[src/rtl/ntt_stage_scheduler_pkg.sv]
// Shared types and helpers for the NTT stage scheduler.
// Latency: n/a (declarations only).
// Backpressure: n/a.
// Contents: FSM state encoding, default parameter values, index-width helper.
package ntt_stage_scheduler_pkg;

  typedef enum logic [1:0] {
    ST_IDLE  = 2'd0,
    ST_RUN   = 2'd1,
    ST_DRAIN = 2'd2,
    ST_DONE  = 2'd3
  } state_t;

  localparam int DEF_WIDTH    = 18;
  localparam int DEF_LOG_N    = 8;
  localparam int DEF_PIPE_LAT = 2;

  // Width of the butterfly counter and the twiddle index: LOG_N-1 bits,
  // never narrower than one bit so LOG_N=1 still gets a legal vector.
  function automatic int idx_w(input int log_n);
    return (log_n > 1) ? log_n - 1 : 1;
  endfunction

endpackage

[src/rtl/ntt_stage_scheduler_addr_gen.sv]
// DIT butterfly address generator: (stage s, butterfly b) -> operand pair and twiddle index.
// Latency: purely combinational.
// Backpressure: none; outputs follow s and b directly.
// Ports: s (stage), b (butterfly within stage) -> addr_1, addr_2 (operand pair), tw (twiddle index).
module ntt_stage_scheduler_addr_gen
  import ntt_stage_scheduler_pkg::*;
#(
  parameter int LOG_N = DEF_LOG_N
) (
  input  logic [LOG_N-1:0]        s,
  input  logic [idx_w(LOG_N)-1:0] b,
  output logic [LOG_N-1:0]        addr_1,
  output logic [LOG_N-1:0]        addr_2,
  output logic [idx_w(LOG_N)-1:0] tw
);

  localparam int BW = idx_w(LOG_N);

  logic [LOG_N-1:0] bx;
  logic [LOG_N-1:0] half;
  logic [LOG_N-1:0] j;
  logic [LOG_N-1:0] k;
  logic [LOG_N-1:0] sh;

  always_comb begin
    bx     = LOG_N'(b);
    half   = LOG_N'(1) << s;
    j      = bx >> s;
    k      = bx & (half - LOG_N'(1));
    // Group j occupies a 2*half block; shifting in two steps avoids a
    // width-limited s+1 wrapping when LOG_N is small.
    addr_1 = ((j << s) << 1) + k;
    addr_2 = addr_1 + half;
    sh     = LOG_N'(LOG_N - 1) - s;
    // k < half, so k << (LOG_N-1-s) always fits in LOG_N-1 bits.
    tw     = BW'(k << sh);
  end

endmodule

[src/rtl/ntt_stage_scheduler.sv]
// In-place radix-2 DIT NTT sequencer: walks LOG_N stages of N/2 butterflies, draining between stages.
// Latency: first rd_en one cycle after start; wr_en trails rd_en by PIPE_LAT non-stalled cycles.
// Backpressure: stall freezes FSM, counters and the write-back delay line; rd_en/wr_en forced low.
// Ports: clk, rst (sync, active-high), start, stall -> busy, done, stage, rd_en, rd_addr_1/2,
//        tw_addr, wr_en, wr_addr_1/2. WIDTH only documents the coefficient width of the datapath.
module ntt_stage_scheduler
  import ntt_stage_scheduler_pkg::*;
#(
  parameter int WIDTH    = DEF_WIDTH,
  parameter int LOG_N    = DEF_LOG_N,
  parameter int PIPE_LAT = DEF_PIPE_LAT
) (
  input  logic                    clk,
  input  logic                    rst,
  input  logic                    start,
  input  logic                    stall,
  output logic                    busy,
  output logic                    done,
  output logic [LOG_N-1:0]        stage,
  output logic                    rd_en,
  output logic [LOG_N-1:0]        rd_addr_1,
  output logic [LOG_N-1:0]        rd_addr_2,
  output logic [idx_w(LOG_N)-1:0] tw_addr,
  output logic                    wr_en,
  output logic [LOG_N-1:0]        wr_addr_1,
  output logic [LOG_N-1:0]        wr_addr_2
);

  localparam int BW     = idx_w(LOG_N);
  localparam int HALF_N = 2 ** (LOG_N - 1);
  localparam int DW     = (PIPE_LAT > 1) ? $clog2(PIPE_LAT) : 1;

  if (WIDTH < 1 || LOG_N < 1 || PIPE_LAT < 1) begin : g_bad_param
    $error("ntt_stage_scheduler: WIDTH, LOG_N and PIPE_LAT must all be >= 1");
  end

  state_t           state, state_nxt;
  logic [BW-1:0]    b;
  logic [LOG_N-1:0] s;
  logic [DW-1:0]    drain_cnt;
  logic             last_b, last_stage, drain_last;

  logic [LOG_N-1:0] gen_a1, gen_a2;
  logic [BW-1:0]    gen_tw;

  logic             dl_vld [PIPE_LAT];
  logic [LOG_N-1:0] dl_a1  [PIPE_LAT];
  logic [LOG_N-1:0] dl_a2  [PIPE_LAT];

  assign last_b     = (b == BW'(HALF_N - 1));
  assign last_stage = (s == LOG_N'(LOG_N - 1));
  assign drain_last = (drain_cnt == DW'(PIPE_LAT - 1));

  ntt_stage_scheduler_addr_gen #(.LOG_N(LOG_N)) u_addr_gen (
    .s      (s),
    .b      (b),
    .addr_1 (gen_a1),
    .addr_2 (gen_a2),
    .tw     (gen_tw)
  );

  always_ff @(posedge clk) begin
    if (rst) state <= ST_IDLE;
    else     state <= state_nxt;
  end

  always_comb begin
    state_nxt = state;
    busy      = 1'b0;
    done      = 1'b0;
    rd_en     = 1'b0;
    case (state)
      ST_IDLE: begin
        if (start && !stall) state_nxt = ST_RUN;
      end
      ST_RUN: begin
        busy  = 1'b1;
        rd_en = !stall;
        if (!stall && last_b) state_nxt = ST_DRAIN;
      end
      ST_DRAIN: begin
        busy = 1'b1;
        if (!stall && drain_last) state_nxt = last_stage ? ST_DONE : ST_RUN;
      end
      ST_DONE: begin
        done = 1'b1;
        if (!stall) state_nxt = ST_IDLE;
      end
      default: state_nxt = ST_IDLE;
    endcase
  end

  // b saturates at its terminal value during DRAIN and is rewound when the
  // drain completes; s is rewound in DONE so IDLE always reports stage 0.
  always_ff @(posedge clk) begin
    if (rst) begin
      b         <= '0;
      s         <= '0;
      drain_cnt <= '0;
    end else if (!stall) begin
      case (state)
        ST_RUN: begin
          if (!last_b) b <= b + BW'(1);
        end
        ST_DRAIN: begin
          if (drain_last) begin
            drain_cnt <= '0;
            b         <= '0;
            if (!last_stage) s <= s + LOG_N'(1);
          end else begin
            drain_cnt <= drain_cnt + DW'(1);
          end
        end
        ST_DONE: s <= '0;
        default: ;
      endcase
    end
  end

  always_ff @(posedge clk) begin
    if (rst) begin
      for (int i = 0; i < PIPE_LAT; i++) begin
        dl_vld[i] <= 1'b0;
        dl_a1[i]  <= '0;
        dl_a2[i]  <= '0;
      end
    end else if (!stall) begin
      dl_vld[0] <= rd_en;
      dl_a1[0]  <= gen_a1;
      dl_a2[0]  <= gen_a2;
      for (int i = 1; i < PIPE_LAT; i++) begin
        dl_vld[i] <= dl_vld[i-1];
        dl_a1[i]  <= dl_a1[i-1];
        dl_a2[i]  <= dl_a2[i-1];
      end
    end
  end

  assign wr_en = dl_vld[PIPE_LAT-1] & ~stall;

  // Addresses are only meaningful alongside their enable; holding them at
  // zero otherwise keeps the idle interface quiet.
  assign stage     = s;
  assign rd_addr_1 = rd_en ? gen_a1 : '0;
  assign rd_addr_2 = rd_en ? gen_a2 : '0;
  assign tw_addr   = rd_en ? gen_tw : '0;
  assign wr_addr_1 = wr_en ? dl_a1[PIPE_LAT-1] : '0;
  assign wr_addr_2 = wr_en ? dl_a2[PIPE_LAT-1] : '0;

endmodule

[config.mk]
export PLATFORM = sky130hd
export DESIGN_NAME = ntt_stage_scheduler
export DESIGN_NICKNAME = d
export VERILOG_FILES = /design/src/rtl/ntt_stage_scheduler_pkg.sv /design/src/rtl/ntt_stage_scheduler_addr_gen.sv /design/src/rtl/ntt_stage_scheduler.sv
export SDC_FILE = /design/constraint.sdc
export NUM_CORES = 1
export LEC_CHECK = 0
export ABC_AREA = 1
export CORE_MARGIN = 4
export CORE_UTILIZATION = 50
export DETAILED_ROUTE_END_ITERATION = 10
export GPL_TIMING_DRIVEN = 0
export HOLD_SLACK_MARGIN = 0.05
export PLACE_DENSITY = 0.77
export SLEW_MARGIN = 15
export SYNTH_ARGS = -nofsm -noshare
export SYNTH_HDL_FRONTEND = slang
export SYNTH_SLANG_ARGS = --single-unit
[constraint.sdc]
create_clock -name clk -period 13.52 [get_ports clk]
set_clock_uncertainty 0.1 [all_clocks]
set_input_delay 2.704 -clock clk [delete_from_list [all_inputs] [get_ports clk]]
set_output_delay 2.704 -clock clk [all_outputs]
set_load 0.1 [all_outputs]
==> impl_metrics.toml, run 1 <==
[status]
outcome = "complete, no violations"

[pwr]
max-vdd-ir-drop_mv = 0.0634
power.density_cell_area_mw_per_mm2 = 113
cellInternalPower_uw = 292
p_switching_uw = 248
p_comb_frac = 0.465
power_frac_clock = 0.175
power.share.sequential = 0.360
static-leakage-power_uw = 0.00207
power.switching_fraction = 0.459

[route]
dr_vias = 3698
detail-route-antenna-nets = 0
first_pass_iters = 4
route.met2.wl_um = 4730
detail_route.vias_per_cell = 5.16
route.final.wire_length_um = 9750
drc = 0
dr_wl_met3_um = 534
wl_per_cell_um = 13.6
wirelength_met1_um = 4180
drtIter0Drc = 110
topRoutingLayerUsed = "met4"

[logic_synthesis]
syn-cell-area_mm2 = 0.00399
synth_top_cell_area_share = 0.256
yosys-top-cells-count = "sky130_fd_sc_hd__nor2_1 (93), sky130_fd_sc_hd__nand2_1 (91), sky130_fd_sc_hd__inv_1 (82)"
postSynthNetCount = 580
count_of_flip_flops_with_a_built_in_enable_after_synthesis = 34
yosys.area_share.xor_xnor = 0.0285
ys.warnings.count = 0
post_synth_fa_ha_maj_area_fraction = 0.0789
async_flop_share = 0
synth_top_family_by_area = "simple AND/OR/NAND/NOR gates"
avgSynthCellArea_um2 = 7.24
synth.ff_latch_count = 52
synth_area_leader_cell = "sky130_fd_sc_hd__edfxtp_1"
post_synth_mux_area_share = 0.00564
yosys.area_share.simple = 0.316
synth.area.top_cells = "sky130_fd_sc_hd__edfxtp_1 (26%), sky130_fd_sc_hd__dfxtp_1 (9.0%), sky130_fd_sc_hd__nor2_1 (8.7%)"
synth_compound_gate_area_share = 0.102
synth.most_common_cell = "sky130_fd_sc_hd__nor2_1"
post_synth_inst_count = 552
yosys_most_used_dff = "sky130_fd_sc_hd__edfxtp_1"
ys_types = 50
seq_area_frac_synth = 0.346

[floorplanning]
number_of_cell_rows = 32
floorplan.initialDensity = 0.517
die-width_um = 97.4
die_h_um = 97.4
number_of_top_level_pins = 55
fp.coreArea_mm2 = 0.00773
die-area_mm2 = 0.00948

[clock_network]
clock_path_buffers = 2
cts.repair.resized = 0
clk_transition_reported_paths_ns = 0.10
postCtsSetupBuffers = 0
clock-sinks = 52
clock_tree.root_cell = "sky130_fd_sc_hd__clkbuf_8"
cts_made_buffers = 5
cts_tree = "yes"
clk-insertion-delay-late_ns = 0.31
cts_htree_levels = 2
cts-hold-fix-buffers = 0

[sta]
period_needed_ns = 8.62
slew-limit-headroom = 0.335
worst_case_setup_margin_in_the_final_layout_ns = 4.90
worst_pin_slew_ns = 0.995
hold_viol = 0
max_freq_ghz = 0.116
final.period_utilization = 0.638
number_of_pins_exceeding_their_max_slew_limit_in_the_final_report = 0
timing.final.setup_violations = 0
finalHoldWorstSlack_ns = 0.393
grt_setup_unrepaired = "no"
timing.setup.tns_ns = 0

[min_path]
timing.hold.worst_endpoint = "drain_cnt"
timing.hold.worst.start = "drain_cnt"
min_path_cells = 2
hold_path.class = "reg -> reg"

[worst_setup_path]
crit_fanout = 10
timing.rr.end = "dl_a2[0][7]"
r2r_cells = 26
timing.critical_path.from_type = "flop"
timing.critical_path.required_ns = 10.72
worstReg2RegStart = "stage[0]"
endpoint_kind = "primary output"
worst-endpoint-arrival_ns = 5.82
reg2reg_slack_ns = 9.00
worstSetupPathType = "reg -> out"

[cells_and_area]
finish.cell_count_without_fillers = 716
finalNetCount = 641
multi_input_comb_area_mm2 = 0.00213
area_taken_by_flip_flops_and_latches_mm2 = 0.00138
drive_gt1_frac = 0.0977
final_design_area_no_fill_mm2 = 0.00476
n_fill_cell = 697
insertedDiodeCount = 0
flow.area_growth_from_synthesis_pct = 19.2

[placed_design]
dp_cells = 708
detailed_place_hpwl_um = 7720
last_weighted_congestion_value_of_the_routability_driven_placer = 1.01
post_place_cell_area_mm2 = 0.00466
placement.io_buffers = 54
place_worst_setup_slack_ns = 4.95

[grt]
number_of_antenna_violations_at_the_first_check_in_global_routing = 0
grt_remaining_overflow = 0
wire_length_of_the_first_global_routing_pass_um = 16500
groute.usage.overall = 0.209
number_of_global_route_vias_before_repair = 3654
grt_start_max_net_pins = 35

[flow_run]
max_cap_viol_count = 0
[cell families after synthesis]
logic type               after synthesis
AO/OA/AOI/OAI                         70
multiplexers                           1
AND/OR/NAND/NOR                      272
adder cells (fa/ha/maj)               24
other                                  1
flip-flops                            52
XOR/XNOR                              13
buffers and inverters                119
[layer usage]
metal / vias to the layer above / global-route usage
li1: 1899 / -
met1: 1650 / 0.255
met2: 120 / 0.365
met3: 29 / 0.0373
met4: 0 / 0.0809
met5: - / 0
[placed cells by master, fill, tap and decap left out, types with 2 or more instances in the layout]
cell type                          n
sky130_fd_sc_hd__edfxtp_1         34
sky130_fd_sc_hd__nor2_1           93
sky130_fd_sc_hd__dfxtp_1          18
sky130_fd_sc_hd__nand3_2           2
sky130_fd_sc_hd__buf_4             3
sky130_fd_sc_hd__inv_2            16
sky130_fd_sc_hd__fa_1              2
sky130_fd_sc_hd__nor3b_1           4
sky130_fd_sc_hd__inv_1            82
sky130_fd_sc_hd__o21ai_1          10
sky130_fd_sc_hd__nand3_1          42
sky130_fd_sc_hd__a21oi_2           3
sky130_fd_sc_hd__buf_6             3
sky130_fd_sc_hd__nor3_2            2
sky130_fd_sc_hd__a211oi_1          6
sky130_fd_sc_hd__clkbuf_8          5
sky130_fd_sc_hd__xor2_1            9
sky130_fd_sc_hd__nand4_1           6
sky130_fd_sc_hd__o21a_1            2
sky130_fd_sc_hd__or2_1             2
sky130_fd_sc_hd__clkdlybuf4s50_1  54
sky130_fd_sc_hd__a22oi_1           3
sky130_fd_sc_hd__nor2_4            3
sky130_fd_sc_hd__nand2_2           4
sky130_fd_sc_hd__nand2_1          90
sky130_fd_sc_hd__and2_1            2
sky130_fd_sc_hd__nand3b_1          2
sky130_fd_sc_hd__o21ai_0          11
sky130_fd_sc_hd__a31oi_1           2
sky130_fd_sc_hd__nor3_1            8
sky130_fd_sc_hd__a21oi_1          28
sky130_fd_sc_hd__ha_1             22
sky130_fd_sc_hd__clkbuf_1          8
sky130_fd_sc_hd__nor2_2            5
sky130_fd_sc_hd__xnor2_1           4
sky130_fd_sc_hd__buf_2             4
sky130_fd_sc_hd__o211ai_1          2
[how the worst max path moves through the flow]
stage / from / endpoint / slack, ns / depth (start not counted)
finish: stage[0] / rd_addr_2[7] / 4.90 / 26
global route: stage[0] / rd_addr_2[7] / 4.43 / 26
detailed placement: stall / tw_addr[4] / 4.95 / 9
global placement: stall / tw_addr[4] / 5.02 / 9
floorplan: stall / tw_addr[1] / 3.50 / 7
CTS: stage[0] / rd_addr_2[7] / 4.89 / 26
[critical path, cell delays in order, from the launching register on]
cell and delay [ns]:
sky130_fd_sc_hd__dfxtp_1 0.39, sky130_fd_sc_hd__buf_4 0.22, sky130_fd_sc_hd__inv_2 0.08, sky130_fd_sc_hd__buf_6 0.15, sky130_fd_sc_hd__nor2_2 0.17, sky130_fd_sc_hd__nand2_1 0.12
sky130_fd_sc_hd__nor2_2 0.22, sky130_fd_sc_hd__inv_1 0.07, sky130_fd_sc_hd__ha_1 0.23, sky130_fd_sc_hd__inv_1 0.06, sky130_fd_sc_hd__nor2_1 0.04, sky130_fd_sc_hd__nor2_2 0.25
sky130_fd_sc_hd__ha_1 0.29, sky130_fd_sc_hd__nand3_1 0.08, sky130_fd_sc_hd__and2_1 0.16, sky130_fd_sc_hd__xor2_1 0.23, sky130_fd_sc_hd__inv_1 0.08, sky130_fd_sc_hd__ha_1 0.36
sky130_fd_sc_hd__nand2_1 0.07, sky130_fd_sc_hd__o21ai_0 0.29, sky130_fd_sc_hd__nand2_1 0.09, sky130_fd_sc_hd__nand2_1 0.07, sky130_fd_sc_hd__a21oi_1 0.08, sky130_fd_sc_hd__xnor2_1 0.18
sky130_fd_sc_hd__nand3_1 0.12, sky130_fd_sc_hd__a21oi_1 0.22, sky130_fd_sc_hd__clkdlybuf4s50_1 1.17
[stage by stage]
step           total power [uW]   util
2_1_floorplan               391      -
3_3_place_gp                442  0.603
3_5_place_dp                446  0.604
4_1_cts                     542  0.616
5_1_grt                     572  0.616
6_report                    540  0.616
[registers in the layout, summed over array words and instances (netlist names)]
register / cells
dl_a1: 16
dl_a2: 16
stage: 8
b: 7
dl_vld: 2
state: 2
drain_cnt: 1
[power groups by stage]
stage | logic, uW | registers (uW) | clock network [uW]
after floorplan | 188 | 203 | 0
after global placement | 244 | 197 | 0
after detailed placement | 248 | 198 | 0
after CTS | 249 | 195 | 98.0
after global routing | 271 | 196 | 105
final | 251 | 194 | 94.4
[final cells by class]
cell class	instances	area share
multi-input cells	381	0.447
flip-flops and latches	52	0.290
repair buffers	54	0.114
inverters	100	0.0794
well taps	102	0.0268
plain buffers	19	0.0231
clock buffers	5	0.0145
clock inverters	3	0.00578
Power figures use the tool's default switching activity.
==> run 2: changes to the inputs <==
- PLACE_DENSITY: 0.77 -> 0.8
- clock period: 13.52 -> 7.7 ns (I/O delays scaled with it)
==> run 2 against run 1 <==
- core utilization about the same
- final cell count unchanged
- non-clock buffer count unchanged
- global-route usage up 0.35 points
- via count up 2.8%
- sequential share of layout area about the same
- power up 77%
- register-to-register slack worse by 5.8 ns
- critical path type unchanged
- largest power group unchanged
==> impl_metrics.toml, run 2 (synthesized netlist as in run 1, its figures left out) <==
[placed_design]
dp_cells = 708
detailed_place_hpwl_um = 8010
last_weighted_congestion_value_of_the_routability_driven_placer = 0.950
placement.io_buffers = 54
post_place_cell_area_mm2 = 0.00466

[status]
outcome = "complete, no violations"

[sta]
slew-limit-headroom = 0.337
period_needed_ns = 7.05
number_of_pins_exceeding_their_max_slew_limit_in_the_final_report = 0
timing.setup.tns_ns = 0
hold_viol = 0
final.period_utilization = 0.916
max_freq_ghz = 0.142
worst_pin_slew_ns = 0.992
timing.final.setup_violations = 0
grt_setup_unrepaired = "no"

[route]
detail-route-antenna-nets = 0
route.final.wire_length_um = 10100
drtIter0Drc = 152
first_pass_iters = 5
dr_vias = 3800
drc = 0
detail_route.vias_per_cell = 5.31
wl_per_cell_um = 14.1

[grt]
grt_start_max_net_pins = 35
number_of_global_route_vias_before_repair = 3774
grt_remaining_overflow = 0
number_of_antenna_violations_at_the_first_check_in_global_routing = 0
wire_length_of_the_first_global_routing_pass_um = 16800
groute.usage.overall = 0.212

[clock_network]
clock_tree.root_cell = "sky130_fd_sc_hd__clkbuf_8"
cts_tree = "yes"
clk-insertion-delay-late_ns = 0.31
clk_transition_reported_paths_ns = 0.11
cts-hold-fix-buffers = 0
cts_htree_levels = 2
clock-sinks = 52
postCtsSetupBuffers = 0
clock_path_buffers = 2
cts_made_buffers = 5

[min_path]
hold_path.class = "reg -> reg"

[floorplanning]
die-area_mm2 = 0.00948
fp.coreArea_mm2 = 0.00773
number_of_cell_rows = 32
number_of_top_level_pins = 55
die-width_um = 97.4
floorplan.initialDensity = 0.517
die_h_um = 97.4

[pwr]
power.density_cell_area_mw_per_mm2 = 200
static-leakage-power_uw = 0.00209
max-vdd-ir-drop_mv = 0.122
fin_total_pwr_uw = 954

[cells_and_area]
finalNetCount = 641
n_fill_cell = 691
finish.cell_count_without_fillers = 716
final_design_area_no_fill_mm2 = 0.00476
finish.utilization = 0.616
layout_common_cells = "sky130_fd_sc_hd__nor2_1 (93), sky130_fd_sc_hd__nand2_1 (90), sky130_fd_sc_hd__inv_1 (82)"
insertedDiodeCount = 0
mostFrequentLayoutCell = "sky130_fd_sc_hd__nor2_1"
flow.area_growth_from_synthesis_pct = 19.3
drive_gt1_frac = 0.0977

[worst_setup_path]
timing.critical_path.required_ns = 6.06
worst-endpoint-arrival_ns = 5.41
worstSetupPathType = "reg -> out"
crit_slowest_cell = "sky130_fd_sc_hd__dlymetal6s2s_1"
crit_fanout = 10
timing.critical_path.slowest_cell_delay_ns = 0.78
timing.critical_path.from_type = "flop"
endpoint_kind = "primary output"

[flow_run]
max_cap_viol_count = 0
[run 2: cell types whose count changed in the layout (fill, tap and decap cells not counted)]
| cell | delta |
|---|---|
| sky130_fd_sc_hd__clkdlybuf4s50_1 | -1 |
| sky130_fd_sc_hd__dlymetal6s2s_1 | +1 |
[run 2: where the power goes]
group	switching, uW	leakage (uW)	total, uW	internal (uW)
Clock	101	0.0000463	168	67.0
Sequential	16.7	0.000523	343	326
Combinational	323	0.00152	443	120
Total	441	0.00209	954	513
[run 2: what timing repair did]
action	in CTS	in global routing
setup endpoints to repair	0	1
endpoints found under the hold margin	0	0
gates resized for setup	0	1
[run 2: worst paths after layout]
path | startpoint | end | slack, ns | cells past startpoint
hold reg to reg | drain_cnt | drain_cnt | 0.41 | 2
setup / recovery | stage[0] | rd_addr_2[7] | 0.65 | 26
setup reg to reg | stage[0] | dl_a2[0][7] | 3.16 | 26
hold / removal | drain_cnt | drain_cnt | 0.41 | 2
[run 2: area by class of cell]
| type | count | area (um2) | share of cell area |
|---|---|---|---|
| Inverter | 100 | 378 | 0.0793 |
| Sequential cell | 52 | 1380 | 0.290 |
| Tap cell | 102 | 128 | 0.0268 |
| Buffer | 19 | 110 | 0.0231 |
| Timing Repair Buffer | 54 | 543 | 0.114 |
| Multi-Input combinational cell | 381 | 2130 | 0.447 |
| Clock buffer | 5 | 68.8 | 0.0144 |
| Clock inverter | 3 | 27.5 | 0.00578 |
[run 2: worst max-delay path, delay by kind of cell, from the launching register on]
family                     cells  cell delay, ns
DFF                            1            0.41
and+or+nand+nor               10            1.31
AOI/OAI and AO/OA              4            0.69
adders and majority gates      3            0.86
xor gates and xnor gates       2            0.40
buffers and inverters          7            1.45
[run 2: routing by layer]
metal	vias up	wire, um	GRT usage
met4	0	263	0.0831
met2	128	5050	0.393
met3	25	511	0.0330
met5	-	0	0
met1	1749	4250	0.243
li1	1898	-	-
[run 2: through the flow]
stage          worst slack (ns)  hold slack, ns
6_report                  0.647           0.410
3_3_place_gp              0.719           0.372
4_1_cts                   0.246           0.407
5_1_grt                   0.261           0.441
2_1_floorplan           0.00507           0.352
3_5_place_dp              0.621           0.391
